### src/rtl/mul_sequencer_pkg.sv
// Shared definitions for the iterative multiply/divide sequencers.
// Latency: n/a (types and constants only).
// Backpressure: n/a.
package mul_sequencer_pkg;

  // Default operand width for the arithmetic sequencers.
  localparam int MUL_WIDTH = 32;

  // Sequencer state encoding, shared with the divide sequencer.
  typedef enum logic [1:0] {
    IDLE = 2'b00,
    RUN  = 2'b01,
    DONE = 2'b10
  } seq_state_t;

endpackage

### src/rtl/mul_sequencer_datapath.sv
// Shift-add multiply datapath: magnitude capture, WIDTH add/shift steps, sign fix-up.
// Latency: one add/shift per step strobe; the product appears combinationally with step&finish.
// Backpressure: none, fully slaved to the load/step/finish strobes from the sequencer.
//
// Ports: clk/reset (sync, active-high); load captures op_a/op_b/is_signed;
// step performs one iteration; finish marks the last step, raising prod_vld
// with the signed-corrected product on prod_hi/prod_lo.
module mul_shift_add_datapath
  import mul_sequencer_pkg::*;
#(
  parameter int WIDTH = MUL_WIDTH
) (
  input  logic             clk,
  input  logic             reset,
  input  logic             load,
  input  logic             step,
  input  logic             finish,
  input  logic             is_signed,
  input  logic [WIDTH-1:0] op_a,
  input  logic [WIDTH-1:0] op_b,
  output logic             prod_vld,
  output logic [WIDTH-1:0] prod_hi,
  output logic [WIDTH-1:0] prod_lo
);

  logic [WIDTH-1:0]   mcand;
  logic [WIDTH-1:0]   mplier;
  logic [WIDTH:0]     acc;
  logic               neg;

  logic [WIDTH-1:0]   mag_a;
  logic [WIDTH-1:0]   mag_b;
  logic [WIDTH:0]     sum;
  logic [2*WIDTH-1:0] raw;
  logic [2*WIDTH-1:0] prod;

  always_comb begin
    // -(2^(WIDTH-1)) wraps to itself, which is the correct unsigned magnitude.
    mag_a = (is_signed && op_a[WIDTH-1]) ? -op_a : op_a;
    mag_b = (is_signed && op_b[WIDTH-1]) ? -op_b : op_b;
    // acc[WIDTH] is always zero here, so the sum cannot overflow WIDTH+1 bits.
    sum   = acc + (mplier[0] ? {1'b0, mcand} : '0);
    // Low 2*WIDTH bits of {sum, mplier} >> 1: the product after this step.
    raw   = {sum, mplier[WIDTH-1:1]};
    prod  = neg ? -raw : raw;
  end

  assign prod_vld = step & finish;
  assign prod_hi  = prod[2*WIDTH-1:WIDTH];
  assign prod_lo  = prod[WIDTH-1:0];

  always_ff @(posedge clk) begin
    if (reset) begin
      mcand  <= '0;
      mplier <= '0;
      acc    <= '0;
      neg    <= 1'b0;
    end else if (load) begin
      mcand  <= mag_a;
      mplier <= mag_b;
      acc    <= '0;
      neg    <= is_signed & (op_a[WIDTH-1] ^ op_b[WIDTH-1]);
    end else if (step) begin
      acc    <= {1'b0, sum[WIDTH:1]};
      mplier <= {sum[0], mplier[WIDTH-1:1]};
    end
  end

endmodule

### src/rtl/mul_sequencer.sv
// MULT/MULTU sequencer owning HI/LO; also services MTHI/MTLO writes.
// Latency: start in cycle 0, RUN cycles 1..WIDTH, done pulse and new hi/lo in cycle WIDTH+1.
// Backpressure: stall holds the pipeline from the accepted start through RUN; starts outside IDLE are dropped.
//
// Ports: clk, reset (sync, active-high); start/is_signed/op_a/op_b multiply
// request; hi_we/lo_we/wdata MTHI/MTLO writes (IDLE without start only);
// busy (RUN), done (one-cycle pulse), stall (pipeline hold); hi/lo registers.
module mul_sequencer
  import mul_sequencer_pkg::*;
#(
  parameter int WIDTH = MUL_WIDTH
) (
  input  logic             clk,
  input  logic             reset,
  input  logic             start,
  input  logic             is_signed,
  input  logic [WIDTH-1:0] op_a,
  input  logic [WIDTH-1:0] op_b,
  input  logic             hi_we,
  input  logic             lo_we,
  input  logic [WIDTH-1:0] wdata,
  output logic             busy,
  output logic             done,
  output logic             stall,
  output logic [WIDTH-1:0] hi,
  output logic [WIDTH-1:0] lo
);

  localparam int CW = (WIDTH > 1) ? $clog2(WIDTH) : 1;

  seq_state_t       state;
  seq_state_t       state_nxt;
  logic [CW-1:0]    count;
  logic             load;
  logic             step;
  logic             finish;
  logic             prod_vld;
  logic [WIDTH-1:0] prod_hi;
  logic [WIDTH-1:0] prod_lo;

  mul_shift_add_datapath #(
    .WIDTH (WIDTH)
  ) u_dp (
    .clk       (clk),
    .reset     (reset),
    .load      (load),
    .step      (step),
    .finish    (finish),
    .is_signed (is_signed),
    .op_a      (op_a),
    .op_b      (op_b),
    .prod_vld  (prod_vld),
    .prod_hi   (prod_hi),
    .prod_lo   (prod_lo)
  );

  always_ff @(posedge clk) begin
    if (reset) state <= IDLE;
    else       state <= state_nxt;
  end

  always_comb begin
    state_nxt = state;
    load      = 1'b0;
    step      = 1'b0;
    finish    = 1'b0;
    case (state)
      IDLE: begin
        if (start) begin
          load      = 1'b1;
          state_nxt = RUN;
        end
      end
      RUN: begin
        step = 1'b1;
        // count reaching zero marks the WIDTH-th and last iteration.
        if (count == '0) begin
          finish    = 1'b1;
          state_nxt = DONE;
        end
      end
      DONE:    state_nxt = IDLE;
      default: state_nxt = IDLE;
    endcase
  end

  always_ff @(posedge clk) begin
    if (reset)                    count <= '0;
    else if (load)                count <= CW'(WIDTH - 1);
    else if (step && count != '0) count <= count - 1'b1;
  end

  assign busy  = (state == RUN);
  assign done  = (state == DONE);
  assign stall = ((state == IDLE) && start) || (state == RUN);

  // A start in IDLE takes priority: same-cycle MTHI/MTLO writes are dropped.
  always_ff @(posedge clk) begin
    if (reset) begin
      hi <= '0;
      lo <= '0;
    end else if (prod_vld) begin
      hi <= prod_hi;
      lo <= prod_lo;
    end else if ((state == IDLE) && !start) begin
      if (hi_we) hi <= wdata;
      if (lo_we) lo <= wdata;
    end
  end

endmodule

### config.mk
export PLATFORM = sky130hd
export DESIGN_NAME = mul_sequencer
export DESIGN_NICKNAME = d
export VERILOG_FILES = /design/src/rtl/mul_sequencer_pkg.sv /design/src/rtl/mul_sequencer_datapath.sv /design/src/rtl/mul_sequencer.sv
export SDC_FILE = /design/constraint.sdc
export NUM_CORES = 1
export LEC_CHECK = 0
export CAP_MARGIN = 40
export CORE_AREA = 5 5 262 200
export CTS_CLUSTER_DIAMETER = 80
export CTS_CLUSTER_SIZE = 12
export DETAILED_ROUTE_END_ITERATION = 10
export DIE_AREA = 0 0 267 205
export PLACE_DENSITY_LB_ADDON = 0.25
export SLEW_MARGIN = 10
export SYNTH_ARGS = -nofsm -noshare
export SYNTH_HDL_FRONTEND = slang
export SYNTH_SLANG_ARGS = --single-unit
export TNS_END_PERCENT = 5
### constraint.sdc
create_clock -name clk -period 6 [get_ports clk]
set_clock_uncertainty 0.2 [all_clocks]
set_input_delay 1.2 -clock clk [delete_from_list [all_inputs] [get_ports clk]]
set_output_delay 1.2 -clock clk [all_outputs]
set_load 0.01 [all_outputs]
==> flow_results.org, run 1 <==
** Final layout
- Share of layout cells above drive strength 1 :: between 5 and 6%
- For this run, the number of standard cells in the final layout without fillers is ~2.3k.
- Number of antenna repair diodes :: 0
- Leaving out fill and tap cells, the most frequent cell in the layout is sky130_fd_sc_hd__nand2_1.
- Highest-count cells in the layout ignoring fill and taps :: sky130_fd_sc_hd__nand2_1, sky130_fd_sc_hd__nor2_1, sky130_fd_sc_hd__dfxtp_1, sky130_fd_sc_hd__clkdlybuf4s50_1, sky130_fd_sc_hd__a211oi_1
- After the last flow step, the layout net total stands at between 1.5k and 2k.
- Layout Area Growth over Synthesis :: 25.2%
- The filler cells instantiated in the layout total about 5.4k.

** Route
- Remaining routing DRC violations :: 0
- Vias :: 11.6k
- Post-DR vias/cell :: 5.02
- Pre-Repair DR Iteration Count :: 5
- ANT nets after route :: 0
- After the first detailed-routing iteration, the DRC count stood at 890.
- Wires add up to between 40 and 50 mm.
- After detailed routing, the average wire length per cell comes to approximately 19 um.

** Die
- After floorplanning, the core was sized to cover between 40000 and 50000 um2.
- Standard-cell row count :: between 70 and 80
- The initial utilization of the core area, before any placement, comes to a little under a quarter.
- Die span in x :: between 200 and 300 um
- From bottom edge to top edge, the die measures 205 um.
- The die covers around 55000 um2.
- about 170 I/O pins were placed.

** Setup path
- Together, buffers and inverters on the worst path number 0.
- Worst path cell trace :: and2_1, ha_1, fa_1, a21o_1, a311o_1, a2111oi_0, a311oi_1, a21oi_1, o2111ai_1, nor4_1, a41oi_1, xor2_1, o21ai_1
- Longest individual stage delay on the worst path :: 0.57 ns
- On the critical path, the stage with the largest delay is an instance of sky130_fd_sc_hd__dfxtp_1.
- Type of the worst setup path :: reg -> reg
- For the worst flop-to-flop path, the logic depth is 13.
- Worst setup EP type :: flop
- Logic depth of the worst setup path including buffers :: 13
- Critical path data required time :: roughly 6.2 ns
- STA classifies the critical path startpoint as a flop.
- Worst-path maximum fanout :: 33
- Data arrives at the worst endpoint at 5.06 ns.
- Top delay family on crit path :: compound AO/OA/AOI/OAI gates

** Min path
- Hold Path Cell Cnt :: 2
- Class of the worst hold path :: reg -> reg

** STA
- Dividing the final minimum period by the clock period gives 81.3%.
- Total count of max-transition violations in the final report :: 0
- RSZ-0062 raised after global routing :: false
- Setup tns final :: 0 ns
- In this run the tightest slew margin relative to its limit is about two fifths.
- Endpoints failing setup :: 0
- The hold violation total from the final report came to 0.
- The worst path needs approximately 4.9 ns of the cycle, external delays included.
- At the pin with the least slew margin, the transition time is 0.885 ns.
- Static timing analysis puts the maximum clock frequency at around 210 MHz.

** Placement
- Number of input and output port buffers inserted :: 168
- Once detailed placement completed, the half-perimeter wirelength came to approximately 35 mm.
- Routability Congestion :: between 0.8 and 0.9
- In this run, placement finished with an instance count of between 2k and 2.5k.

** CTS
- The cell sitting at the root of the clock tree is a sky130_fd_sc_hd__clkbuf_16.
- The number of gates resized after CTS was 0.
- The number of hold buffers added after CTS was 0.
- TritonCTS built the clock tree.
- Clock-pin slew was measured on the worst setup and hold paths at roughly 0.07 ns.
- The number of setup buffers added after CTS is 0.
- The clock net in this run drives a total of around 170 sinks.
- The clock passes through at most 2 buffers.
- TritonCTS created 17 clock buffers.
- The clock reaches the later pin of the worst-skew pair after around 0.46 ns.
- CTS built an H-tree with a depth of 4.

** Power and ir drop
- Power density over the cells :: around 230 nW/um2
- VDD IR-drop max :: just under 0.2 mV
- Static Leak :: 5.14 nW

** Yosys
- Synthesized instance count :: 1521
- Fraction of registers with async set or reset after synthesis :: 0%
- The synthesized netlist occupies a cell area of 11800 um2.
- Distinct cell type count of the synthesized netlist :: 77
- Synthesized netlist net count :: approximately 1.7k
- Number of enable flip-flop cells after synthesis :: 0
- Yosys warns :: 0
- Most instantiated flip-flop cell in the synthesis netlist :: sky130_fd_sc_hd__dfxtp_1
- Sequential cells were found to cover between 20 and 30% of the synthesized design area.
- The average instance in the mapped netlist occupies between 7 and 8 um2.
- Number of synthesized register bits :: roughly 170

** Global routing
- The first global-routing pass estimated between 60 and 70 mm of wire.
- Entering global routing, the biggest net connects 75 pins.
- For this run, the total global-route usage over all layers was measured as about 15%.
- Remaining global-route overflow :: 0
- The number of antenna violations at the first check in global routing is 0.
- Number of global-route vias before repair :: approximately 11k

** Run
- The tool flagged a number of max-cap violations equal to 0.

** Outcome
- Result of the run :: complete, no violations
-- routing by layer --
| layer | GRT usage, % | part of all wire, % | wire length [um] | vias to the layer above |
|---|---|---|---|---|
| met1 | 22.9 | 51 | 22300 | 5484 |
| met2 | 22.3 | 42 | 18100 | 272 |
| li1 | - | - | - | 5751 |
| met4 | 4.53 | 1.9 | 828 | 0 |
| met5 | 0 | 0 | 0 | - |
| met3 | 2.97 | 4.8 | 2090 | 43 |
-- where the power goes --
| part | total (mW) | leakage, nW | switching (mW) | internal, mW |
|---|---|---|---|---|
| sequential | 1.32 | 1.38 | 0.0987 | 1.22 |
| clock | 1.22 | 0.308 | 0.514 | 0.707 |
| combinational | 0.861 | 3.45 | 0.485 | 0.376 |
-- layout make-up --
class	instances	area, um2	share of cell area [%]
Inverter	21	78.8	0.536
Clock buffer	17	425	2.89
Sequential cell	168	3360	22.9
Timing Repair Buffer	187	1850	12.6
Multi-Input combinational cell	1234	7960	54.1
Tap cell	657	822	5.59
Clock inverter	15	215	1.46
-- through the flow --
| step | worst slack [ns] | util [%] | instance area [um2] | total power [mW] | hold WS (ns) |
|---|---|---|---|---|---|
| after floorplan | 1.63 | - | 11800 | 1.81 | 0.232 |
| after global placement | 1.30 | 28.3 | 14000 | 2.19 | 0.248 |
| after detailed placement | 1.21 | 28.4 | 14100 | 2.20 | 0.254 |
| after CTS | 1.15 | 29.7 | 14700 | 3.43 | 0.263 |
| after global routing | 0.682 | 29.7 | 14700 | 3.56 | 0.281 |
| final | 1.12 | 29.7 | 14700 | 3.40 | 0.263 |
-- cell families after synthesis --
logic type	share of synthesized area, %
flops	28.6
simple gates	23.7
xor+xnor	9.84
compound gates	25.1
buf+inv	3.84
fa+ha+maj	4.11
mux	4.89
-- tightest hold or removal path: cells and delay by family, from the launching register on --
kind | cells | cell delay (ns)
AOI/OAI and AO/OA | 1 | 0.05
and+or+nand+nor | 1 | 0.05
DFF | 1 | 0.31
-- registers in the layout, indices dropped and copies added (netlist names) --
signal / count
u_dp.mplier: 32
hi: 32
u_dp.mcand: 32
count: 5
u_dp.neg: 1
lo: 32
u_dp.acc: 32
state: 2
-- cells in the mapped netlist, drive strengths merged (25+ instances only) --
cell    number  share of area, %
a211oi     113               7.3
clkbuf      86               2.7
and2        49               2.6
nand2      190               6.1
ha          37               3.9
dfxtp      168                29
xnor2       86               6.4
nor2       181               5.8
o31ai       25               1.6
a311oi      37               2.8
a21oi       84               3.6
mux2i       54               4.6
nor3        30               1.3
xor2        46               3.4
o21ai       60               2.6
-- worst paths after layout --
check	from	to	slack (ns)
hold reg to reg	u_dp.acc[15]	u_dp.acc[15]	0.26
hold / removal	u_dp.acc[15]	u_dp.acc[15]	0.26
setup / recovery	u_dp.mplier[0]	hi[31]	1.12
setup reg to reg	u_dp.mplier[0]	hi[31]	1.12
(Power assumes the default switching activity.)
==> run 2: changes to the inputs <==
Clock period 6 ns to 4.1 ns, I/O delays scaled along.
==> run 2 against run 1 <==
Clock power rose by 34%. Final cell count grew 4.6%. Sequential power grew 44%. Wire length grew 4.5%. Register-to-register slack worse by 1.0 ns. Clock-buffer cell count up 7. Final area is 6.3% higher. Utilization rose by 1.9 points. Setup slack got worse by 1.0 ns. Critical endpoint is now hi[17].
==> flow_results.org, run 2 (same netlist as run 1, synthesis figures left out) <==
** Placement
- Routability Congestion :: 0.857 (-2.4%)
- The HPWL after detailed placement came to 36.4 mm (+5.0%).
- The count of port buffers added during placement is 168 (unchanged).
- The post-placement worst setup slack was -0.0766 ns (-1.28 ns).
- Placed standard-cell area :: 14900 um2 (+5.6%)

** Power and ir drop
- The share of total power consumed by net switching came to 32.7% (+0.45 points).
- The sequential power share is 38.5% (-0.2 points).
- The power after layout came to 4.93 mW (+45%).
- The net switching power was 1.62 mW (+47%).
- Power density over the cells :: 316 nW/um2 (+37%)
- The leakage power total is 5.68 nW (+11%).
- Internal power contribution :: 3.32 mW (+44%)
- Comb pwr share :: 28.5% (+3.2 points)
- VDD IR-drop max :: 0.239 mV (+23%)
- The proportion of power drawn by the clock network was 32.9% (-3.0 points).

** Global routing
- The via count of the first global-routing pass was 11.3k (+3.4%).
- The maximum number of pins on one net before global-route repair was 71 (-5.3%).
- Remaining global-route overflow :: 0 (unchanged)
- Global-route wire length before repair :: 68.9 mm (+5.5%)
- The total global routing track utilization was 16.1% (+0.71 points).
- Initial antenna violation count :: 0 (unchanged)

** Setup path
- The slack of the worst reg-to-reg path came to 0.12 ns (-1.01 ns).
- Reg2reg end :: hi[17]
- Number of cells traversed by the worst register-to-register path :: 15 (+2)
- The worst endpoint required time is 4.23 ns (-1.95 ns).
- Startpoint Class :: flop
- The largest driver fanout on the critical path is 4 (-88%).
- Worst setup EP type :: flop
- Reg-to-reg startpoint :: u_dp.mplier[0]
- Type of the worst setup path :: reg -> reg
- Data arrival time of the worst path :: 4.11 ns (-0.95 ns)

** Route
- Remaining routing DRC violations :: 0 (unchanged)
- The number of routed nets with antenna violations is 0 (unchanged).
- Pre-Repair DR Iteration Count :: 5 (unchanged)
- The routed length on met3 came to 2.08 mm (-0.34%).
- The via count came to 12.1k (+4.4%).
- Length of routed met2 wiring :: 18.3 mm (+0.94%)
- Top Metal Used :: met4
- The total wire length is 45.3 mm (+4.5%).
- The per-cell via count in the routed design is 5.01 (-0.20%).
- The routed wire length per instance is 18.9 um (-0.13%).
- Initial detailed-routing violation count :: 944 (+6.1%)
- The sum of routed wire segments on met1 came to 24.3 mm (+8.7%).

** STA
- Max Clock Freq :: 251 MHz (+22%)
- The time the final worst path needs with I/O delays and setup is 3.98 ns (-0.894 ns).
- Number of hold-slack violations in the final timing report :: 0 (unchanged)
- The transition at the pin with the smallest max-transition slack was 0.863 ns (-0.0226 ns).
- RSZ-0062 raised after global routing :: true
- Final WS setup :: 0.116 ns (-1.01 ns)
- The number of failing setup endpoints in the final timing report was 0 (unchanged).
- The max-slew violation count came to 0 (unchanged).
- Final period util :: 97.2% (+16 points)
- Slew HR :: 41.8% (+0.78 points)

** CTS
- Number of levels in the clock H-tree :: 4 (unchanged)
- The buffer depth of the longest clock path came to 2 (unchanged).
- Buffer cell driving the clock tree root :: sky130_fd_sc_hd__clkbuf_16
- The sink count of the clock tree is 168 (unchanged).
- Cts hold-fix bufs :: 0 (unchanged)
- The TritonCTS buffer count is 17 (unchanged).
- Post-CTS clock slew at the launch and capture registers of the worst setup and hold paths :: 0.07 ns (about the same)
- CTS tree :: yes
- Insertion delay of the later-clocked pin in the worst-skew pair :: 0.45 ns (about the same)

** Min path
- Class of the worst hold path :: reg -> reg
- The worst hold path terminates at u_dp.mcand[0].
- The cell depth of the worst min-delay path was 2 (unchanged).
- Critical hold path startpoint :: u_dp.mcand[0]

** Final layout
- Leaving out fill and tap cells, the most frequent cell in the layout is sky130_fd_sc_hd__nand2_1.
- Number of nets in the layout :: 1874 (+5.9%)
- The fraction of layout instances using a drive strength above 1 came to 12.4% (+7.2 points).
- Compared with the post-synthesis result, the final layout area differs by 33.0%.
- Post-route standard cell area excluding fillers :: 15600 um2 (+6.3%)
- In the layout the commonest cells are sky130_fd_sc_hd__nand2_1, sky130_fd_sc_hd__nor2_1, sky130_fd_sc_hd__clkdlybuf4s50_1.

** Die
- Height of the die :: 205 um (unchanged)
- The total core area came to 49600 um2 (unchanged).
- The effective utilization at floorplan is 23.7% (unchanged).
- Standard-cell row count :: 71 (unchanged)
- The overall die width came to 267 um (unchanged).
- The die area is 54700 um2 (unchanged).
- IO Count :: 169 (unchanged)

** Run
- Count of maximum capacitance violations :: 0 (unchanged)

** Outcome
- Result of the run :: complete, no violations
-- run 2: worst max-delay path by stage --
stage,startpoint,endpoint,slack (ns),cells past startpoint
floorplan,u_dp.mplier[7],hi[30],-0.09,11
global placement,u_dp.mplier[7],hi[30],-0.06,10
detailed placement,u_dp.mplier[7],hi[18],-0.08,11
CTS,u_dp.mplier[7],hi[30],-0.02,10
global route,u_dp.mplier[0],hi[30],-0.05,15
finish,u_dp.mplier[0],hi[17],0.12,15
-- run 2: per-layer routing --
metal,GRT usage [%],vias up
li1,-,5945
met1,25.7,5783
met2,22.3,295
met3,2.16,35
met4,4.00,0
met5,0,-
-- run 2: metrics by stage --
step | setup TNS (ns) | instances | util (%) | hold WS, ns
finish | 0 | 2405 | 31.5 | 0.259
global route | -0.140 | 2404 | 31.5 | 0.280
CTS | -0.0195 | 2401 | 31.1 | 0.261
detailed placement | -0.121 | 2369 | 30.0 | 0.251
global placement | -0.0591 | 2369 | 30.0 | 0.247
floorplan | -0.102 | 1521 | - | 0.232
-- run 2: repair_timing --
action	CTS	global route
setup endpoints to repair	4	18
gates resized for setup	1	39
pin swaps	2	17
cloned	0	0
endpoints found under the hold margin	0	0
setup buffers	0	3
-- run 2: cell type report --
type	instances	area, um2
antenna	1	2.50
clock buffer	24	492
clock inverter	8	87.6
fill	5259	33900
inverter	21	78.8
multi-input combinational	1234	8130
sequential	168	3370
tap	657	822
timing repair buffer	292	2650
-- run 2: worst max-delay path: stages, from the launching register on --
cell                       delay [ns]
sky130_fd_sc_hd__dfxtp_2         0.34
sky130_fd_sc_hd__and2_1          0.16
sky130_fd_sc_hd__ha_2            0.19
sky130_fd_sc_hd__fa_2            0.34
sky130_fd_sc_hd__a21o_1          0.24
sky130_fd_sc_hd__a311o_2         0.41
sky130_fd_sc_hd__buf_4           0.17
sky130_fd_sc_hd__nor4_4          0.28
sky130_fd_sc_hd__o32ai_2         0.14
sky130_fd_sc_hd__nor4_4          0.26
sky130_fd_sc_hd__buf_4           0.20
sky130_fd_sc_hd__and3b_1         0.22
sky130_fd_sc_hd__and2_1          0.15
sky130_fd_sc_hd__o21ai_0         0.09
sky130_fd_sc_hd__xnor2_1         0.35
sky130_fd_sc_hd__a211oi_1        0.12
-- run 2: power by group through the flow --
stage	combinational (mW)	clock, mW	sequential, mW
6_report	1.41	1.63	1.90
5_1_grt	1.53	1.73	1.92
4_1_cts	1.39	1.67	1.90
3_5_place_dp	1.38	0	1.93
3_3_place_gp	1.37	0	1.93
2_1_floorplan	0.718	0	1.93
==> RTL edit 1, RTL diff (flow settings as in run 2) <==
`MUL_WIDTH`: 32 -> 16.
--- a/src/rtl/mul_sequencer_pkg.sv
+++ b/src/rtl/mul_sequencer_pkg.sv
@@ -5,5 +5,5 @@
 
   // Default operand width for the arithmetic sequencers.
-  localparam int MUL_WIDTH = 32;
+  localparam int MUL_WIDTH = 16;
 
   // Sequencer state encoding, shared with the divide sequencer.
Interface: changed (5 resized); port bits go from 169 to 89. The function was not compared with the original's and may differ.
==> RTL edit 1 against run 2 <==
Sequential share of layout area up 1.1 points; setup slack better by 0.16 ns; wire length is 49% lower; final area is 51% lower; synthesized area is 51% lower; sequential cell count shrank 81; critical path depth down 4; via count down 54%; cell count fell by 39%; total power shrank 48%.
==> RTL edit 1: results (changes against run 2) <==
Vias/cell=3.80 (-24%); htree depth=3 (-1); GPL Wtd Cong=0.809 (-5.6%); first-pass iteration count of the detailed router=4 (-1); Post CTS Setup Buffer Count=0 (unchanged); hold crit path type=reg -> reg; syn_nets=815 (-51%); minimum clock period=3.83 ns (-0.157 ns); # resized after CTS=0 (-1); library cells used by synthesis=52 (-32%); commonest cells in the netlist=nand2_1 (100), dfxtp_1 (87), nor2_1 (78); layout net count=880 (-53%); Data arrival, critical path=3.89 ns (-0.22 ns); post-synthesis sequential area ratio=30.3% (+1.6 points); leakage power=2.63 nW (-54%); DRT Wirelength=23000 µm (-49%); Synth area leaders=dfxtp_1 (30%), a211oi_1 (7.0%), nand2_1 (6.5%), xnor2_1 (5.3%), nor2_1 (5.1%); Slew HR=43.1% (+1.4 points); synth warn=0 (unchanged); port bufs=88 (-48%); antenna violations before repair=7 (+7); VDD IR max=0.188 mV (-21%); total CTS buffers=9 (-8); first-pass GRT wire length=34400 µm (-50%); Total GRT Usage=8.20% (-7.9 points); clk buf depth=2 (unchanged); Clk pin slew, worst setup/hold paths=0.08 ns; first-iteration detailed-routing DRC count=392 (-58%); dpl cell area=0.00739 mm² (-50%); largest net degree at the start of global routing=72 (+1.4%); Synth Flop Type=dfxtp_1; ys async rst share=0% (unchanged); outcome=complete, no violations; detailed placement HPWL=18400 µm (-49%); later-pin clock latency in the skew report=0.35 ns (-0.10 ns); number of global-route vias before repair=5286 (-53%); maximum fanout along the worst path=4 (unchanged); Root Driver=clkbuf_16; share of cells above drive strength 1=5.31% (-7.1 points)
-- RTL edit 1: changes by cell type after synthesis, sizes merged, moves of 24 or more --
cell	delta
nor2	-103
and2	-24
clkbuf	-42
a211oi	-59
nand2	-90
mux2i	-28
a21oi	-43
o21ai	-35
dfxtp	-81
xnor2	-51
-- RTL edit 1: report_power, final --
group / internal, mW / total [mW] / switching (mW)
logic: 0.299 / 0.676 / 0.377
registers: 0.926 / 1.01 / 0.0848
clock network: 0.486 / 0.887 / 0.400
total: 1.71 / 2.57 / 0.862
-- RTL edit 1: worst paths after layout --
| path | from | to | slack (ns) | cells past startpoint |
|---|---|---|---|---|
| setup / recovery | u_dp.mplier[0] | hi[13] | 0.27 | 11 |
| hold / removal | u_dp.mcand[0] | u_dp.mcand[0] | 0.26 | 2 |
| setup reg to reg | u_dp.mplier[0] | hi[13] | 0.27 | 11 |
| hold reg to reg | u_dp.mcand[0] | u_dp.mcand[0] | 0.26 | 2 |
-- RTL edit 1: area by class of cell --
cell class / instances / area [µm²]
flip-flops and latches: 87 / 1740
clock inverters: 7 / 85.1
well taps: 657 / 822
multi-input cells: 589 / 3770
inverters: 13 / 48.8
clock buffers: 9 / 225
diodes: 3 / 7.51
fillers: 5676 / 41900
repair buffers: 105 / 1000
-- RTL edit 1: logic make-up (layout without fill, tap and decap cells) --
| group | after synthesis | in the layout | synth area share, % |
|---|---|---|---|
| AND/OR/NAND/NOR | 286 | 286 | 23.2 |
| adder cells (fa/ha/maj) | 21 | 21 | 4.69 |
| other | 0 | 3 | 0 |
| AO/OA/AOI/OAI | 194 | 194 | 23.7 |
| flip-flops | 87 | 87 | 30.3 |
| multiplexers | 26 | 26 | 4.52 |
| XOR/XNOR | 62 | 62 | 9.43 |
| buffers and inverters | 64 | 134 | 4.19 |
-- RTL edit 1: metal layers --
metal	part of all wire [%]	wire length [µm]	vias up	track usage, %
met3	6.4	1480	17	2.91
met2	38	8660	96	10.7
li1	-	-	2804	-
met5	0.24	55	-	0
met4	0.67	154	10	1.26
met1	55	12700	2655	12.8
-- RTL edit 1: metrics by stage --
stage                     setup slack (ns)  cells  total power [mW]  hold slack [ns]
after global placement               0.306   1451              1.71            0.251
final                                0.273   1470              2.57            0.257
after floorplan                      0.481    740              1.39            0.227
after global routing                0.0153   1467              2.72            0.279
after CTS                            0.248   1467              2.61            0.259
after detailed placement             0.290   1451              1.71            0.249
-- RTL edit 1: critical path, cell delays in order (launching register included) --
cell and delay (ns):
dfxtp_1 0.32, and2_1 0.16, ha_1 0.21, fa_1 0.50, nor3_1 0.26, nand4_1 0.18
a211o_1 0.35, a2111o_1 0.38, or4_4 0.46, o41ai_2 0.37, xor2_1 0.12, a211oi_1 0.23
==> RTL edit 2, RTL diff (flow settings as in run 2) <==
Without the edit above. Make the reset (`reset`) asynchronous in 4 clocked blocks.
--- a/src/rtl/mul_sequencer_datapath.sv
+++ b/src/rtl/mul_sequencer_datapath.sv
@@ -50,5 +50,5 @@
   assign prod_lo  = prod[WIDTH-1:0];
 
-  always_ff @(posedge clk) begin
+  always_ff @(posedge clk or posedge reset) begin
     if (reset) begin
       mcand  <= '0;
--- a/src/rtl/mul_sequencer.sv
+++ b/src/rtl/mul_sequencer.sv
@@ -55,5 +55,5 @@
   );
 
-  always_ff @(posedge clk) begin
+  always_ff @(posedge clk or posedge reset) begin
     if (reset) state <= IDLE;
     else       state <= state_nxt;
@@ -85,5 +85,5 @@
   end
 
-  always_ff @(posedge clk) begin
+  always_ff @(posedge clk or posedge reset) begin
     if (reset)                    count <= '0;
     else if (load)                count <= CW'(WIDTH - 1);
@@ -96,5 +96,5 @@
 
   // A start in IDLE takes priority: same-cycle MTHI/MTLO writes are dropped.
-  always_ff @(posedge clk) begin
+  always_ff @(posedge clk or posedge reset) begin
     if (reset) begin
       hi <= '0;
Behaviour: differs if reset is asserted again (counterexample within 4 cycles, from zero or initial values and one cycle with reset high); with reset held inactive, the same outputs for 10 cycles.
==> RTL edit 2 against run 2 <==
Setup slack got worse by 0.062 ns; final area rose by 3.0%; global-route usage fell by 0.69 points; sequential share of layout area rose by 4.6 points; wire length fell by 5.5%; sequential cell count did not move; synthesized area barely moved; highest routed layer unchanged.
Power is not compared: it rests on default switching activity, and its combinational part moved more than twofold at a synthesized area within 25%.
==> RTL edit 2: results (changes against run 2) <==
Avg WL per Cell=18.7 µm (-0.71%); Avg Inst Size Synth=8.65 µm² (+12%); fin area=0.0161 mm² (+3.0%); Clk pin slew, worst setup/hold paths=0.07 ns (about the same); later-pin clock latency in the skew report=0.45 ns (about the same); commonest cells in the netlist=nand2_1 (176), o21ai_0 (172), dfrtp_1 (168); Synth Area in Adders=4.11% (about the same); ys async rst share=100% (+100 points); Slew Limit Fails=0 (unchanged); crit-path leading delay family=simple AND/OR/NAND/NOR gates; Synth Flop Type=dfrtp_1; antenna violations before repair=0 (unchanged); post-synthesis compound-gate area fraction=22.6% (-2.5 points); mux share of post-synthesis cell area=4.88% (about the same); port bufs=168 (unchanged); DRT Wirelength=42800 µm (-5.5%); first-iteration detailed-routing DRC count=628 (-33%); layout net count=1758 (-6.2%); outcome=complete, no violations; crit path max-delay cell type=or4b_4; Root Driver=clkbuf_16; first-pass iteration count of the detailed router=5 (unchanged); dpl cell area=0.0152 mm² (+2.3%); leakage power=6.36 nW; total CTS buffers=17 (unchanged); detailed placement HPWL=33900 µm (-6.8%); Vias/cell=4.79 (-4.5%); largest net degree at the start of global routing=84 (+18%); hold crit path type=reg -> reg; htree depth=4 (unchanged); maximum fanout along the worst path=18 (+14); Fill cells=5180 (-1.5%); synth warn=0 (unchanged); Slew HR=51.1% (+9.3 points); number of global-route vias before repair=10732 (-5.0%); VDD IR max=0.347 mV; worst stage delay on the critical path=0.55 ns (+0.14 ns); post-synthesis sequential area ratio=35.7% (+7.1 points); syn_nets=1500 (-9.7%); placed cell count=2252 (-4.9%); first-pass GRT wire length=65300 µm (-5.2%); Data arrival, critical path=4.18 ns (+0.07 ns); internal power=7.07 mW; share of cells above drive strength 1=16.1% (+3.7 points); Synth area leaders=dfrtp_1 (36%), o21ai_0 (7.3%), xnor2_1 (6.8%), nand2_1 (5.6%), mux2i_1 (4.6%); Post-Synth XOR/XNOR Area=10.8% (+0.96 points); Total GRT Usage=15.4% (-0.69 points); library cells used by synthesis=76 (-1.3%); clk buf depth=2 (unchanged); GPL Wtd Cong=0.872 (+1.8%)
-- RTL edit 2: worst paths after layout --
check,from,end,slack [ns],depth (start not counted)
setup / recovery,u_dp.mplier[0],hi[30],0.05,14
hold / removal,u_dp.mcand[29],u_dp.mcand[29],0.28,2
setup reg to reg,u_dp.mplier[0],hi[30],0.05,14
hold reg to reg,u_dp.mcand[29],u_dp.mcand[29],0.28,2
max in group asynchronous,reset,u_dp.mcand[7],2.34,3
min in group asynchronous,reset,hi[18],0.54,2
-- RTL edit 2: logic make-up after synthesis --
logic type | count (synthesis)
compound gates | 419
simple gates | 419
flops | 168
xor+xnor | 145
buf+inv | 114
mux | 57
fa+ha+maj | 38
-- RTL edit 2: per-stage QoR --
stage | setup TNS, ns | setup slack [ns]
after global routing | -0.606 | -0.0988
after detailed placement | -1.11 | -0.179
after global placement | -0.750 | -0.125
after floorplan | -0.00860 | -0.00860
final | 0 | 0.0539
after CTS | -0.0652 | -0.0555
-- RTL edit 2: power by group through the flow --
stage / combinational [mW] / clock (mW) / sequential, mW
finish: 7.54 / 1.71 / 3.16
global route: 8.22 / 1.81 / 3.26
CTS: 7.30 / 1.76 / 3.15
detailed placement: 7.23 / 0 / 3.17
global placement: 7.18 / 0 / 3.16
floorplan: 3.95 / 0 / 3.05
-- RTL edit 2: cell type report --
class                   instances  area share, %
flip-flops and latches        168           26.1
multi-input cells            1078           45.9
diodes                          1         0.0155
clock buffers                  20           2.77
well taps                     657           5.10
inverters                      29          0.699
repair buffers                324           18.5
clock inverters                11          0.924
-- RTL edit 2: repair_timing --
item                       CTS  global route
cloned                       0             0
pin swaps                    3            28
gates resized for setup      5            52
hold buffers                 0             0
setup endpoints to repair   10            17
buffers inserted             2             2
-- RTL edit 2: routing by layer --
layer	track usage [%]	vias up	wire (µm)
met5	0	-	0
met4	3.02	0	487
met3	3.00	23	1770
met2	23.2	214	18900
met1	22.9	5290	21600
li1	-	5426	-
-- RTL edit 2: tightest hold or removal path: cells and delay by family, from the launching register on --
kind,cells,cell delay (ns)
simple gates,1,0.04
flops,1,0.34
compound gates,1,0.05
